## src/rtl/pong_timer_ctrl.sv

```systemverilog
// pong_timer_ctrl: game-state FSM and seconds/ball countdown for the pong
// text overlay. All outputs are registered.
// Optional feature: define PONG_TIMER_BONUS_EN to let a paddle hit add 5 s
// to the countdown, saturating at 99. Without it, `hit` is ignored.
module pong_timer_ctrl #(
  parameter int unsigned CLK_HZ    = 25_000_000,
  parameter int unsigned START_SEC = 60,
  parameter int unsigned BALLS     = 3
) (
  input  logic       clk,
  input  logic       reset_n,
  input  logic       start,
  input  logic       pause,
  input  logic       miss,
  input  logic       hit,
  output logic [3:0] dig1,
  output logic [3:0] dig0,
  output logic [6:0] timer,
  output logic [1:0] ball,
  output logic       run,
  output logic       game_over
);

  localparam int unsigned    PW          = $clog2(CLK_HZ);
  localparam logic [PW-1:0]  PRESC_MAX   = PW'(CLK_HZ - 1);
  localparam logic [3:0]     START_TENS  = 4'(START_SEC / 10);
  localparam logic [3:0]     START_UNITS = 4'(START_SEC % 10);
  localparam logic [6:0]     START_T     = 7'(START_SEC);
  localparam logic [1:0]     BALLS_R     = 2'(BALLS);

  typedef enum logic [1:0] {
    IDLE  = 2'd0,
    RUN   = 2'd1,
    PAUSE = 2'd2,
    OVER  = 2'd3
  } state_t;

  state_t         state, state_nx;
  logic [PW-1:0]  presc, presc_nx;
  logic [3:0]     dig1_nx, dig0_nx;
  logic [6:0]     timer_nx;
  logic [1:0]     ball_nx;
  logic           tick;
  logic [7:0]     sum;
  logic           hit_en;

`ifdef PONG_TIMER_BONUS_EN
  assign hit_en = hit;
`else
  // port kept for drop-in compatibility; bonus disabled
  assign hit_en = 1'b0 & hit;
`endif

  // binary 0..99 to two BCD digits (used only on the bonus path)
  function automatic logic [7:0] to_bcd(input logic [6:0] v);
    logic [3:0] tens;
    logic [3:0] units;
    tens = '0;
    for (int unsigned i = 1; i < 10; i++) begin
      if (v >= 7'(10 * i)) tens = 4'(i);
    end
    units = 4'(v - 7'(tens) * 7'd10);
    return {tens, units};
  endfunction

  // next-state and next-counter values; zero results take priority over pause
  always_comb begin
    state_nx = state;
    presc_nx = presc;
    dig1_nx  = dig1;
    dig0_nx  = dig0;
    timer_nx = timer;
    ball_nx  = ball;
    tick     = 1'b0;
    sum      = '0;
    case (state)
      IDLE: begin
        if (start) state_nx = RUN;
      end
      RUN: begin
        tick     = (presc == PRESC_MAX);
        presc_nx = tick ? '0 : presc + 1'b1;
        if (hit_en) begin
          // tick and hit together net +4; digits rebuilt from the binary sum
          sum = {1'b0, timer} + (tick ? 8'd4 : 8'd5);
          if (sum > 8'd99) sum = 8'd99;
          timer_nx           = sum[6:0];
          {dig1_nx, dig0_nx} = to_bcd(sum[6:0]);
        end else if (tick) begin
          timer_nx = timer - 1'b1;
          if (dig0 == 4'd0) begin
            dig0_nx = 4'd9;
            dig1_nx = dig1 - 1'b1;
          end else begin
            dig0_nx = dig0 - 1'b1;
          end
        end
        if (miss) ball_nx = ball - 1'b1;
        if (timer_nx == '0 || ball_nx == '0) state_nx = OVER;
        else if (pause)                      state_nx = PAUSE;
      end
      PAUSE: begin
        if (pause) state_nx = RUN;
      end
      OVER: begin
        if (start) begin
          state_nx = IDLE;
          presc_nx = '0;
          dig1_nx  = START_TENS;
          dig0_nx  = START_UNITS;
          timer_nx = START_T;
          ball_nx  = BALLS_R;
        end
      end
      default: state_nx = IDLE;
    endcase
  end

  // state, counters and registered status outputs
  always_ff @(posedge clk or negedge reset_n) begin
    if (!reset_n) begin
      state     <= IDLE;
      presc     <= '0;
      dig1      <= START_TENS;
      dig0      <= START_UNITS;
      timer     <= START_T;
      ball      <= BALLS_R;
      run       <= 1'b0;
      game_over <= 1'b0;
    end else begin
      state     <= state_nx;
      presc     <= presc_nx;
      dig1      <= dig1_nx;
      dig0      <= dig0_nx;
      timer     <= timer_nx;
      ball      <= ball_nx;
      run       <= (state_nx == RUN);
      game_over <= (state_nx == OVER);
    end
  end

endmodule

```

## config.mk

```make
export PLATFORM = sky130hd
export DESIGN_NAME = pong_timer_ctrl
export DESIGN_NICKNAME = d
export VERILOG_FILES = /design/src/rtl/pong_timer_ctrl.sv
export SDC_FILE = /design/constraint.sdc
export NUM_CORES = 1
export LEC_CHECK = 0
export BUFFER_PORTS_ARGS = -buffer_cell sky130_fd_sc_hd__buf_4
export CAP_MARGIN = 20
export CORE_ASPECT_RATIO = 1.1
export CORE_MARGIN = 2
export CORE_UTILIZATION = 45
export CTS_CLUSTER_DIAMETER = 50
export DETAILED_ROUTE_END_ITERATION = 16
export HOLD_SLACK_MARGIN = 0.08
export SLEW_MARGIN = 20
export SYNTH_ARGS = -nofsm -noshare
export SYNTH_HDL_FRONTEND = slang
export SYNTH_SLANG_ARGS = --single-unit
```

## constraint.sdc

```tcl
create_clock -name clk -period 2.05 [get_ports clk]
set_input_delay 0.205 -clock clk [delete_from_list [all_inputs] [get_ports clk]]
set_output_delay 0.205 -clock clk [all_outputs]
set_load 0.02 [all_outputs]
```

After elaboration in Yosys (flattened, before gate mapping)
Index checks and enable logic that the tools add are counted.
{"block": "totals", "elab_cells": 56, "inputBits": 6, "register_bits": 46, "out_inout_bits": 19}
{"block": "classes", "n_eq_ne": 9, "n_reduce_logical": 9, "muxes": 25, "addsub": 5}
{"op": "$mux W25", "count": 2}
{"op": "$pmux W25 S2", "count": 1}
{"op": "$add A25 B1 Y25 const B", "count": 1}
{"op": "$eq A25 B25 Y1 const B", "count": 1}
{"op": "$mux W4", "count": 6}
{"op": "$mux W7", "count": 3}
{"op": "$mux W2", "count": 8}
{"op": "$pmux W4 S2", "count": 2}
{"op": "$pmux W7 S2", "count": 1}
{"op": "$pmux W2 S4", "count": 1}
{"op": "$sub A4 B1 Y4 const B", "count": 2}
{"op": "$logic_not A7 Y1", "count": 1}
{"op": "$sub A7 B1 Y7 const B", "count": 1}
{"op": "$eq A2 B2 Y1 const B", "count": 3}
{"op": "$ne A2 B2 Y1 const B", "count": 3}
{"op": "$eq A2 B1 Y1 const B", "count": 2}
{"op": "$logic_not A2 Y1", "count": 2}
{"op": "$logic_not A4 Y1", "count": 1}
{"op": "$pmux W2 S2", "count": 1}
{"op": "$reduce_and A4 Y1", "count": 1}
{"op": "$reduce_and A3 Y1", "count": 1}
{"op": "$reduce_and A2 Y1", "count": 1}
{"op": "$reduce_bool A2 Y1", "count": 1}
{"op": "$sub A2 B1 Y2 const B", "count": 1}
{"op": "$logic_or A1 B1 Y1", "count": 1}

Logic depth before layout (Yosys ltp)
{"block": "depth", "depth_word": 8, "ltp_mapped": 7, "mapped_depth_nobuf": 7}

Worst setup path after synthesis
No wires, ideal clock.
{"block": "synth_path", "path_kind": "register to register", "from": "register timer[0]", "to": "register game_over", "path_stages_with_launch": 8, "path_slack_ps": 159, "period_less_slack_ps": 1891, "setup_ps": 95, "arrival_ps": 1796, "path_cell_list": "dfrtp_1 > inv_1 > ha_1 > nor4bb_1 > a31oi_1 > or4_1 > o21a_1 > o31ai_1"}
{"block": "synth_between", "elab_chain_cells": 8}
{"element": "from (decl)", "line_no": "18", "rtl": "output logic [6:0] timer,"}
{"element": "from (signal assigned)", "line_no": "135", "rtl": "timer <= timer_nx;"}
{"element": "$sub A7 B1 Y7", "line_no": "90", "rtl": "timer_nx = timer - 1'b1;"}
{"element": "$mux W7 (*)", "line_no": "89", "rtl": "end else if (tick) begin"}
{"element": "$mux W7 (*)", "line_no": "76", "rtl": "case (state)"}
{"element": "$logic_not A7 Y1 (*)", "line_no": "99", "rtl": "if (timer_nx == '0 || ball_nx == '0) state_nx = OVER;"}
{"element": "$logic_or A1 B1 Y1 (*)", "line_no": "99"}
{"element": "$mux W2 (*)", "line_no": "99"}
{"element": "$pmux W2 S4 (*)", "line_no": "76"}
{"element": "$eq A2 B2 Y1 (*)", "line_no": "138", "rtl": "game_over <= (state_nx == OVER);"}
{"element": "to (signal assigned)", "line_no": "138"}
{"element": "to (decl)", "line_no": "21", "rtl": "output logic game_over"}
Every way passes the cells marked *; elsewhere a longest branch is shown, timed or not. The select of a mux whose other input is x is not followed.
A chain may end at the register's enable or synchronous reset.

Worst setup path after layout
{"block": "layout_path", "from": "register presc[7]", "to": "register game_over"}
{"block": "layout_between", "elab_chain_cells": 8}
{"element": "from (decl)", "line_no": "39", "rtl": "logic [PW-1:0] presc, presc_nx;"}
{"element": "from (signal assigned)", "line_no": "132", "rtl": "presc <= presc_nx;"}
{"element": "$eq A25 B25 Y1", "line_no": "81", "rtl": "tick = (presc == PRESC_MAX);"}
{"element": "$mux W7", "line_no": "89"}
{"element": "$mux W7", "line_no": "76"}
{"element": "$logic_not A7 Y1", "line_no": "99"}
{"element": "$logic_or A1 B1 Y1", "line_no": "99"}
{"element": "$mux W2", "line_no": "99"}
{"element": "$pmux W2 S4", "line_no": "76"}
{"element": "$eq A2 B2 Y1", "line_no": "138"}
Every way passes these cells. The select of a mux whose other input is x is not followed.

==> metrics.yaml <==
synth_cell_type_count: 57
powerDensity_mw_per_mm2: 1014
crit_path_max_fanout: 4
synthCells: 306
clock-sinks: 46
drive_gt1_share_pct: 23.25
peakVddDrop_mv: 0.4855
final_common_cell: "buf_4"
num_antenna_cells: 0
initial_utilization_pct: 45.62
period_minus_slack_ns: 1.936
placed_cell_area_mm2: 0.003234
drt-total-wl_mm: 6.567
finalSetupViolCount: 0
ys.flop_type: "dfrtp_1"
fmax_ghz: 0.5166
dieWidth_um: 78.86
ys_seq_area_share_pct: 41.86
cts_tree: "done"
worst_setup_path_end_kind: "register"
leakagePower_uw: 0.001454
io_pins: 25
floorplan.die_area_mm2: 0.006809
worst_clock_skew_ns: 0.006238
slew-limit-headroom_pct: 60.27
first_pass_iters: 4
drv_slew: 0
stdcell_area_mm2: 0.003381
final_util_pct: 55.60
worst_slack_ns: 0.1141
grt_pass1_vias: 2379
ys_top_cells_by_area: "dfrtp_1, dfstp_2, o21ai_0"
portBuffers: 23
synthesis.area_mm2: 0.002774
r2r_setup_slack_ns: 0.11
drv_cap: 0
grt_max_degree: 47
finalNonFillerCells: 437
hpwl_mm: 4.641
area_growth_pct: 21.88
core-area_mm2: 0.006081
numCtsBuffers: 5
nNetsFinal: 367
drt_iter0_drc: 107
grt_use_total_pct: 21.00
layout_common_cells: "buf_4, dfrtp_1, o21ai_0, nand2_1, a21oi_1"
clk_pin_slew_ns: 0.09
status: "completed"
worst_slew_pin_slew_ns: 0.5959
synthArstFlopShare_pct: 100.0
clk_latency_ns: 0.30
antenna_found_initial: 0
critPathKind: "reg -> reg"
yosysTopAreaCell: "dfrtp_1"
syn_nets: 317
worstSetupStartpointType: "register"
worst_ep_required_time_ns: 2.27
htreeDepth: 2
ys_ff_latch: 46
hold_class: "in -> reg"
grt_pass1_wl_mm: 11.22
rows: 30
finalSetupTns_ns: 0
yosysWarnings: 0
avgSynthCellArea_um2: 9.065
clockRootBuffer: "clkbuf_8"
cp.arrival_ns: 2.15
pre_cts_slack_ns: 0.06077
vias_per_cell: 5.593
cts_buffer_depth: 2
drc_errors: 0
fin_crit_sh_pct: 94.43
ant_nets: 0
grt_overflow: 0
routedWlPerCell_um: 15.03
synth_edf_count: 0
synth_top_area_share_pct: 34.28
routabilityCongestion: 0.8336
die_h_um: 86.35
dpl.cell_count: 426
hold_viol: 0
vias: 2444
rsz0062_at_grt: "no"
-- synthesized netlist by cell type (2+ instances only) --
| cell | count |
|---|---|
| a211o_1 | 2 |
| a21boi_0 | 2 |
| a21o_1 | 2 |
| a21oi_1 | 21 |
| a22o_1 | 4 |
| a31oi_1 | 4 |
| and2_1 | 7 |
| and3_1 | 7 |
| and4_1 | 6 |
| buf_2 | 4 |
| clkbuf_1 | 9 |
| dfrtp_1 | 38 |
| dfstp_2 | 8 |
| ha_1 | 5 |
| inv_1 | 21 |
| mux2_2 | 2 |
| mux2i_1 | 9 |
| nand2_1 | 21 |
| nand2b_1 | 5 |
| nand3_1 | 13 |
| nand4_1 | 6 |
| nand4_2 | 2 |
| nand4b_1 | 2 |
| nor2_1 | 10 |
| nor2b_1 | 6 |
| nor3_1 | 5 |
| nor3b_1 | 2 |
| nor4_1 | 3 |
| o21a_1 | 3 |
| o21ai_0 | 26 |
| o21ai_1 | 2 |
| o21bai_1 | 3 |
| o22a_1 | 2 |
| o22ai_1 | 2 |
| o31ai_1 | 3 |
| or3_1 | 14 |
| or4_1 | 2 |
| xnor2_1 | 3 |
| xor2_1 | 2 |
-- state kept, by name, summed over array words and instances, names as in the netlist --
name,cells
dig1,4
presc,25
state,2
run,1
timer,7
ball,2
dig0,4
game_over,1
-- path summary, 6_finish.rpt --
kind / startpoint / cells after the start / endpoint
worst max-delay path: presc[7] / 5 / game_over
worst max register to register: presc[7] / 5 / game_over
worst min register to register: presc[13] / 1 / presc[13]
max in group asynchronous: reset_n / 2 / presc[24]
min in group asynchronous: reset_n / 2 / timer[1]
worst min-delay path: pause / 3 / state[0]
-- kinds of logic after synthesis --
family                   after synthesis  share of synthesized area (%)
multiplexers                          11                          4.060
AO/OA/AOI/OAI                         86                          19.58
AND/OR/NAND/NOR                      118                          25.76
XOR/XNOR                               5                          1.579
buffers and inverters                 35                          4.917
adder cells (fa/ha/maj)                5                          2.255
flip-flops                            46                          41.86
-- per-stage QoR --
stage                     hold WS, ns  power [uW]
after global routing           0.1793        3693
after CTS                      0.1661        3426
after global placement         0.2578        2835
final                          0.1728        3430
after floorplan              -0.09059        2207
after detailed placement       0.2573        2861
-- power breakdown --
part | switching, uW | leakage [uW] | total (uW) | internal (uW)
sequential | 152 | 0.000601 | 1250 | 1100
combinational | 901 | 0.000814 | 1620 | 720
clock | 311 | 0.0000395 | 554 | 243
-- critical path, stage by stage (launching register included) --
cell and delay [ns]:
dfrtp_1 0.41, nor4b_4 0.32, nand4_2 0.18, or4_1 0.55
o21a_1 0.16, o31ai_1 0.24
-- routing by layer --
metal	share of wire, %	up-vias	routed length (um)	track usage, %
met5	0	-	0	0
met2	50	33	3274	35.90
met4	1.3	0	83	7.994
li1	-	1223	-	-
met1	46	1180	3017	26.64
met3	2.9	8	191	3.750
-- cell type report --
class	count	area, um2
timing repair buffer	57	449.2
sequential	46	1161
tap	80	100.1
fill	577	2700
inverter	21	78.83
clock buffer	8	80.08
multi-input combinational	225	1511
-- timing repair --
| action | in CTS | in global routing |
|---|---|---|
| endpoints found under the setup margin | 0 | 23 |
| hold endpoints to repair | 39 | 0 |
| resized for setup | 0 | 9 |
| hold buffers | 2 | 0 |
| buffers inserted | 0 | 1 |
Power figures use the tool's default switching activity.
